## src/rtl/regfile_scoreboard.sv

```systemverilog
// -----------------------------------------------------------------------------
// regfile_scoreboard
//
// Purpose:
//   Register file with a per-register write-reservation scoreboard. Issue
//   reads operands, checks whether they are still being produced, and
//   reserves its destination with a tag. Writeback returns results with the
//   same tag. A writeback clears the reservation only when its tag matches,
//   so a stale writeback cannot release a newer reservation.
//   Register 0 is hardwired to zero and is never reserved.
//
// Optional feature (compile-time macro REGFILE_WB_BYPASS_EN):
//   When defined, a read port addressing the register targeted by a
//   qualifying writeback sees wb_data_i in the same cycle, with busy = 0.
//   When undefined, reads show only the registered state.
//
// Ports:
//   clk          in   clock, rising edge
//   rst          in   asynchronous, active-low reset
//   rd_addr_i    in   N_RD read addresses, port k at [k*A_REG +: A_REG]
//   rd_data_o    out  read data, port k at [k*W_DATA +: W_DATA]
//   rd_busy_o    out  reservation bit of the addressed register, per port
//   rd_tag_o     out  reservation tag of the addressed register, per port
//   res_valid_i  in   reserve res_addr_i this cycle
//   res_addr_i   in   register to reserve
//   res_tag_i    in   tag of the producing instruction
//   wb_valid_i   in   writeback this cycle
//   wb_addr_i    in   writeback register
//   wb_tag_i     in   writeback tag
//   wb_data_i    in   writeback data
//   flush_i      in   clear all reservations
//   busy_cnt_o   out  number of registers currently reserved (registered)
//
// Handshake: there is no back-pressure. A reservation or writeback is
// accepted on every rising edge where its valid is high; the address, tag
// and data alongside a low valid are ignored.
// -----------------------------------------------------------------------------
`default_nettype none

module regfile_scoreboard #(
  parameter int W_DATA = 32,
  parameter int N_REG  = 32,
  parameter int A_REG  = 5,
  parameter int N_RD   = 2,
  parameter int W_TAG  = 4,
  parameter int W_CNT  = 6
) (
  input  logic                    clk,
  input  logic                    rst,
  input  logic [N_RD*A_REG-1:0]   rd_addr_i,
  output logic [N_RD*W_DATA-1:0]  rd_data_o,
  output logic [N_RD-1:0]         rd_busy_o,
  output logic [N_RD*W_TAG-1:0]   rd_tag_o,
  input  logic                    res_valid_i,
  input  logic [A_REG-1:0]        res_addr_i,
  input  logic [W_TAG-1:0]        res_tag_i,
  input  logic                    wb_valid_i,
  input  logic [A_REG-1:0]        wb_addr_i,
  input  logic [W_TAG-1:0]        wb_tag_i,
  input  logic [W_DATA-1:0]       wb_data_i,
  input  logic                    flush_i,
  output logic [W_CNT-1:0]        busy_cnt_o
);

  // ---------------------------------------------------------------------------
  // State
  // ---------------------------------------------------------------------------
  logic [N_REG-1:0][W_DATA-1:0] r_data;
  logic [N_REG-1:0]             r_busy;
  logic [N_REG-1:0][W_TAG-1:0]  r_tag;
  logic [W_CNT-1:0]             r_cnt;

  // ---------------------------------------------------------------------------
  // Request qualification (address 0 is never a target)
  // ---------------------------------------------------------------------------
  logic w_res_en;
  logic w_wb_en;
  logic w_wb_match;
  logic w_wb_write;
  logic w_wb_clear;

  assign w_res_en   = res_valid_i && (res_addr_i != '0);
  assign w_wb_en    = wb_valid_i  && (wb_addr_i  != '0);

  // Evaluated against the pre-edge state, so a same-cycle reservation of the
  // same register does not affect whether this writeback qualifies.
  assign w_wb_match = r_busy[wb_addr_i] && (r_tag[wb_addr_i] == wb_tag_i);
  assign w_wb_write = w_wb_en && (w_wb_match || !r_busy[wb_addr_i]);
  assign w_wb_clear = w_wb_en && w_wb_match;

  // ---------------------------------------------------------------------------
  // Next busy vector and its population count
  // Order of precedence: flush, then writeback clear, then reservation set.
  // The reservation is applied last so it wins over both flush and a
  // same-address writeback.
  // ---------------------------------------------------------------------------
  logic [N_REG-1:0] w_busy_nxt;
  logic [W_CNT-1:0] w_cnt_nxt;

  always_comb begin
    w_busy_nxt = r_busy;
    if (flush_i) begin
      w_busy_nxt = '0;
    end
    if (w_wb_clear) begin
      w_busy_nxt[wb_addr_i] = 1'b0;
    end
    if (w_res_en) begin
      w_busy_nxt[res_addr_i] = 1'b1;
    end
  end

  // Count is derived from the next busy state rather than tracked with
  // increments/decrements, so re-reservations and flushes cannot skew it.
  // Bit 0 is never set, so the sum is bounded by N_REG-1.
  always_comb begin
    w_cnt_nxt = '0;
    for (int i = 1; i < N_REG; i++) begin
      w_cnt_nxt = w_cnt_nxt + W_CNT'(w_busy_nxt[i]);
    end
  end

  // ---------------------------------------------------------------------------
  // Sequential update
  // ---------------------------------------------------------------------------
  always_ff @(posedge clk or negedge rst) begin
    if (!rst) begin
      r_data <= '0;
      r_busy <= '0;
      r_tag  <= '0;
      r_cnt  <= '0;
    end else begin
      r_busy <= w_busy_nxt;
      r_cnt  <= w_cnt_nxt;
      if (w_wb_write) begin
        r_data[wb_addr_i] <= wb_data_i;
      end
      if (w_res_en) begin
        r_tag[res_addr_i] <= res_tag_i;
      end
    end
  end

  assign busy_cnt_o = r_cnt;

  // ---------------------------------------------------------------------------
  // Read ports
  // Entry 0 of data/busy/tag is reset to zero and never written, so a plain
  // array lookup already returns zero / not-busy for register 0.
  // ---------------------------------------------------------------------------
  for (genvar k = 0; k < N_RD; k++) begin : g_rd
    logic [A_REG-1:0] w_addr;
    assign w_addr = rd_addr_i[k*A_REG +: A_REG];

`ifdef REGFILE_WB_BYPASS_EN
    // w_wb_write already excludes address 0. A qualifying writeback either
    // matches (and clears busy) or targets a non-busy register, so the
    // forwarded busy bit is always 0.
    logic w_hit;
    assign w_hit = w_wb_write && (w_addr == wb_addr_i);

    assign rd_data_o[k*W_DATA +: W_DATA] = w_hit ? wb_data_i : r_data[w_addr];
    assign rd_busy_o[k]                  = w_hit ? 1'b0      : r_busy[w_addr];
`else
    assign rd_data_o[k*W_DATA +: W_DATA] = r_data[w_addr];
    assign rd_busy_o[k]                  = r_busy[w_addr];
`endif
    assign rd_tag_o[k*W_TAG +: W_TAG]    = r_tag[w_addr];
  end

endmodule

`default_nettype wire

```

## config.mk

```make
export PLATFORM = sky130hd
export DESIGN_NAME = regfile_scoreboard
export DESIGN_NICKNAME = d
export VERILOG_FILES = /design/src/rtl/regfile_scoreboard.sv
export SDC_FILE = /design/constraint.sdc
export NUM_CORES = 2
export LEC_CHECK = 0
export ABC_CLOCK_PERIOD_IN_PS = 11500
export BUFFER_PORTS_ARGS = -buffer_cell sky130_fd_sc_hd__buf_2
export CORE_AREA = 4 4 354 617
export CTS_CLUSTER_SIZE = 25
export DETAILED_ROUTE_END_ITERATION = 12
export DIE_AREA = 0 0 358 621
export GPL_ROUTABILITY_DRIVEN = 0
export PLACE_DENSITY = 0.5
export SYNTH_ARGS = -nofsm -noshare
export SYNTH_HDL_FRONTEND = slang
export SYNTH_SLANG_ARGS = --single-unit
export TNS_END_PERCENT = 30
```

## constraint.sdc

```tcl
create_clock -name clk -period 11.5 [get_ports clk]
set_clock_uncertainty 0.2 [all_clocks]
set_input_delay 2.3 -clock clk [delete_from_list [all_inputs] [get_ports clk]]
set_output_delay 2.3 -clock clk [all_outputs]
set_load 0.05 [all_outputs]
```

# == After elaboration in Yosys (flattened, before gate mapping) ==
# Index checks and enable logic that the tools add are counted.
# classes
n_mux,29
n_addsub,30
n_eq_ne,1
order_cmp,6
bitwise,3
n_reduce_logical,11
# op_table
op,count
$bwmux W1024,1
$bmux W32 S5,2
$mux W32,6
$demux W32 S5,1
$add A6 B1 Y6,25
$bwmux W128,1
$bmux W4 S5,3
$and A32 B32 Y32,1
$not A32 Y32,1
$or A32 B32 Y32,1
$lt A5 B6 Y1 const B,4
$demux W4 S5,1
$mux W4,4
$bmux W1 S5,3
$demux W1 S5,2
$ge A5 B1 Y1 const B,2
$reduce_bool A5 Y1,2
$logic_and A1 B1 Y1,7
$add A5 B1 Y6,1
$add A4 B1 Y5,1
$mux W1,5
$add A3 B1 Y4,1
$eq A4 B4 Y1,1
$add A2 B1 Y3,1
other kinds (3),3
# totals
inputBits,65
out_inout_bits,80
wordCells,146
regBits,1190

# == Longest topological paths before layout ==
# logic_depth
word_depth,39
depth_mapped,28
ltp_nobuf,24

# == Least setup slack after synthesis ==
# Ideal clock, no wire load.
# synth_timing
kind,input -> register
start,input wb_addr_i[0]
end,"register r_cnt[4], in the netlist busy_cnt_o[4]"
n_path_buf,4
slack_ns,2.018
setup_ns,0.123
required_ns,11.177
arrival_ns,9.159
stages,27
cell_sequence,buf_4 -> buf_6 -> buf_2 -> mux2i_1 -> o22ai_1 -> nor4_1 -> nand2_1 -> xnor2_1 -> nor4b_1 -> clkbuf_1 -> nand4_1 -> a32o_1 -> fa_1 -> inv_1 -> fa_1 -> fa_1 -> inv_1 -> fa_1 -> fa_1 -> fa_1 -> inv_1 -> fa_1 -> fa_1 -> inv_1 -> a21o_1 -> a21oi_1 -> xnor2_1
# synth_via
elab_cells_between_ends,49
classes_between,30 x add/sub; 2 x order compare; 1 x eq/ne; 8 x mux; 3 x bitwise; 5 x reduce/logical
# synth_lines
element,line,rtl
start: declaration,58,"input logic [A_REG-1:0] wb_addr_i,"
$lt A5 B6 Y1 (implied by the code) / $ge A5 B1 Y1 (equally long branches),106,w_busy_nxt[wb_addr_i] = 1'b0;
$logic_and A1 B1 Y1 (implied by the code),106,
$mux W1 (implied by the code),106,
$demux W1 S5,106,
$not A32 Y32 (no line),--,
$and A32 B32 Y32 (no line),--,
$mux W32 (*),105,if (w_wb_clear) begin
$or A32 B32 Y32 (no line),--,
$mux W32 (*),108,if (w_res_en) begin
named net w_busy_nxt[6],97,logic [N_REG-1:0] w_busy_nxt;
$add A5 B1 Y6 (*),119,w_cnt_nxt = w_cnt_nxt + W_CNT'(w_busy_nxt[i]);
$add A6 B1 Y6 (*) (25 in a row),119,
named net w_cnt_nxt[4],98,logic [W_CNT-1:0] w_cnt_nxt;
end signal: assignment,134,r_cnt <= w_cnt_nxt;
end: declaration,71,logic [W_CNT-1:0] r_cnt;
# The timed path passes the listed nets; every way through them passes the cells marked *. The select of a mux whose other input is x is not followed.
# A chain may end at the register's enable or synchronous reset.

# == Final worst setup path ==
# layout_timing
start,input wb_addr_i[0]
end,"register r_cnt[4], in the netlist busy_cnt_o[4]"
# layout_via
elab_chain_cells,39
elab_cells_between_ends,49
classes_between,30 x add/sub; 2 x order compare; 1 x eq/ne; 8 x mux; 3 x bitwise; 5 x reduce/logical
# layout_rtl
element,line
$lt A5 B6 Y1 (implied by the code) / $ge A5 B1 Y1 (equally long branches),106
$logic_and A1 B1 Y1 (implied by the code),106
$mux W1 (implied by the code),106
$demux W1 S5,106
$not A32 Y32 (no line),--
$and A32 B32 Y32 (no line),--
$mux W32 (*),105
$or A32 B32 Y32 (no line),--
$mux W32 (*),108
$add A1 B1 Y2,119
$add A2 B1 Y3,119
$add A3 B1 Y4,119
$add A4 B1 Y5,119
$add A5 B1 Y6,119
$add A6 B1 Y6 (24 in a row),119
$add A6 B1 Y6 (*),119
named net w_cnt_nxt[4],98
# Marked as above.

==> summary.txt <==
Post-Syn Instances: 4237
Synth unique cells: 52
Maximum capacitance violations: 0
Crit-path cells: buf_4 > mux2i_1 > o22ai_1 > nor4_2 > a21oi_1 > a2111oi_4 > buf_4 > buf_4 > nand3_1 > a31oi_1 > fa_1 > fa_1 > fa_1 > inv_1 > fa_1 > fa_1 > fa_1 > inv_1 > fa_1 > fa_1 > inv_1 > a21o_1 > a21oi_1 > xnor2_1
Setup TNS: 0 ns
First-pass DRT Iterations: 6
Pwr Density: 174.6 nW/µm²
Final hold vios: 0
Overflow after GRT: 0
Area grow syn2layout: 10.34%
WL final: 249500 µm
DRC Markers: 0
CTS sink count: 1190
Vias in the first global route: 46.48k
Dominant cell type by area after synthesis: dfrtp_1
Wire length on met1: 95800 µm
Antenna violations before repair: 30
First-pass GRT wire length: 357600 µm
Starting Density: 29.93%
Seq/Total Area, Yosys: 46.71%
Status: completed
Final Cycle Share: 85.63%
Routed vias: 43.76k
# H-tree levels: 3
# hold bufs at CTS: 0
Most used cell along the critical path: fa_1
WP buf/inv: 6
Post-Syn Area: 63750 µm²
Total power: 12280 µW
Die width: 358 µm
I/O pin cnt: 145
CORE AREA: 213000 µm²
Die height: 621 µm
Top sig layer: met5
Share of async-settable or async-resettable flops after synthesis: 100.0%
Highest-count cells in the layout ignoring fill and taps: dfrtp_1 (1190), o2bb2ai_1 (992), mux4_2 (748)
CP required: 11.89 ns
Max rail drop VDD: 0.1458 mV
Setup violators final: 0
Pin slew with the least headroom to its limit: 1.196 ns
Routed length on met2: 118900 µm
Post-DP Area: 66530 µm²
First DRT Iteration DRCs: 3912
Worst setup EP type: register
CP max stage delay: 0.73 ns
Clock Latency Late Sink: 0.75 ns
CTS buffer count: 113
Post-CTS setup buffer count: 0
Synth top area share: 46.71%
CP max stage cell: a2111oi_4
Worst path top cell family by delay: adder cells
Largest net degree at the start of global routing: 182
FF-to-FF path depth: 23
Hold crit path type: reg -> reg
Vias per cell: 6.275
Crit-path max FO: 51
EDFF count, synth: 0
Syn Nets: 4332
Met3 wire length: 18130 µm
Cts repair resizes: 0
Slew Limit Fails: 0
Post-route ant nets: 0
RSZ-0062 raised after global routing: no
Crit path time final: 9.847 ns
CTS tree: done
Wirelength per Cell: 35.78 µm
Dominant synthesized flop cell: dfrtp_1
Final nets: 4137
Layout cell share with drive strength beyond 1: 33.53%
WHS Path Cells: 0
Crit path DAT: 10.24 ns
Max_slew headroom: 20.07%
Leakage power: 0.02761 µW
Placement Rows: 224
WS Path Type: in -> reg
Fillers: 20.75k
Critical Path Start Type: input pin
Clk Tree Root Cell: clkbuf_16
Worst path depth: 24
Total number of yosys warnings: 0
GRT Overall Usage: 22.16%
DP HPWL: 142600 µm
Die area: 222300 µm²
Syn Area/Cell: 15.05 µm²
Ranking of synthesized cells by area: dfrtp_1 (47%), mux4_2 (26%), o2bb2ai_1 (14%), mux2_2 (3.3%), buf_2 (1.5%)
Clk buf depth: 3
Final Cell Area: 70340 µm²
Maximum achievable frequency: 0.1016 GHz
IO Port Bufs: 144
Most common cell after layout, fill and taps aside: dfrtp_1
Worst-path clk slew: 0.07 ns
Yosys reg bits: 1190
[synth_stat cells, types with 7 or more instances]
| cell | instances |
|---|---|
| buf_2 | 188 |
| buf_6 | 37 |
| mux2i_1 | 64 |
| nor2b_1 | 9 |
| clkbuf_1 | 230 |
| mux2_2 | 186 |
| or4_1 | 33 |
| nor2_1 | 60 |
| dfrtp_1 | 1190 |
| inv_1 | 44 |
| nand3_1 | 9 |
| or3_1 | 9 |
| buf_1 | 59 |
| a31o_2 | 7 |
| o22ai_1 | 36 |
| a311oi_1 | 15 |
| fa_1 | 23 |
| or2_1 | 15 |
| nand4_1 | 12 |
| a32o_1 | 8 |
| mux4_2 | 748 |
| o2bb2ai_1 | 992 |
| ha_1 | 7 |
| nand2_1 | 185 |
[flip-flops by register name (all words and copies together) (netlist names)]
name        count
r_tag         128
r_busy         32
r_data       1024
busy_cnt_o      6
[kinds of logic (layout without fill, tap and decap cells)]
kind of cell,count (synthesis),in the layout,share of synthesized area [%]
compound gates,1072,1072,14.57
xor+xnor,6,6,0.08243
fa+ha+maj,30,30,0.8596
buf+inv,561,460,4.119
flops,1190,1190,46.71
mux,998,998,30.71
other cells,0,13,0
simple gates,380,380,2.944
[layout make-up]
cell class | instances | area (µm²) | area share (%)
Inverter | 45 | 168.9 | 0.2401
Sequential cell | 1190 | 29780 | 42.33
Timing Repair Buffer | 206 | 1491 | 2.120
Antenna cell | 13 | 32.53 | 0.04625
Multi-Input combinational cell | 2486 | 31550 | 44.86
Clock inverter | 48 | 525.5 | 0.7471
Clock buffer | 161 | 3259 | 4.634
Tap cell | 2825 | 3535 | 5.025
[path summary, 6_finish.rpt]
| path | from | endpoint | slack [ns] |
|---|---|---|---|
| setup / recovery | wb_addr_i[0] | busy_cnt_o[4] | 1.65 |
| setup reg to reg | r_tag[37] | busy_cnt_o[4] | 3.58 |
| max in group asynchronous | rst | r_data[120] | 7.29 |
| hold / removal | r_data[10] | r_data[10] | 0.19 |
| min in group asynchronous | rst | busy_cnt_o[0] | 1.33 |
| hold reg to reg | r_data[10] | r_data[10] | 0.19 |
[through the flow]
stage / cells / utilization [%] / hold WS [ns] / setup slack [ns]
floorplan: 4237 / - / 0.2413 / 2.018
global placement: 6752 / 31.23 / 0.1766 / 1.112
detailed placement: 6752 / 31.23 / 0.1833 / 0.9670
CTS: 6961 / 33.01 / 0.1973 / 1.732
global route: 6963 / 33.01 / 0.2070 / 1.399
finish: 6974 / 33.02 / 0.1943 / 1.653
[metal layers]
layer	vias up	GRT usage (%)
li1	16950	-
met1	23970	28.32
met2	2196	35.49
met3	631	4.144
met4	16	12.11
met5	-	0
[power breakdown]
part | switching [µW] | internal [µW] | total, µW
Sequential | 643 | 4910 | 5560
Clock | 1810 | 2140 | 3950
Combinational | 1280 | 1500 | 2780
Note: power is estimated with default switching activity, not from simulation.
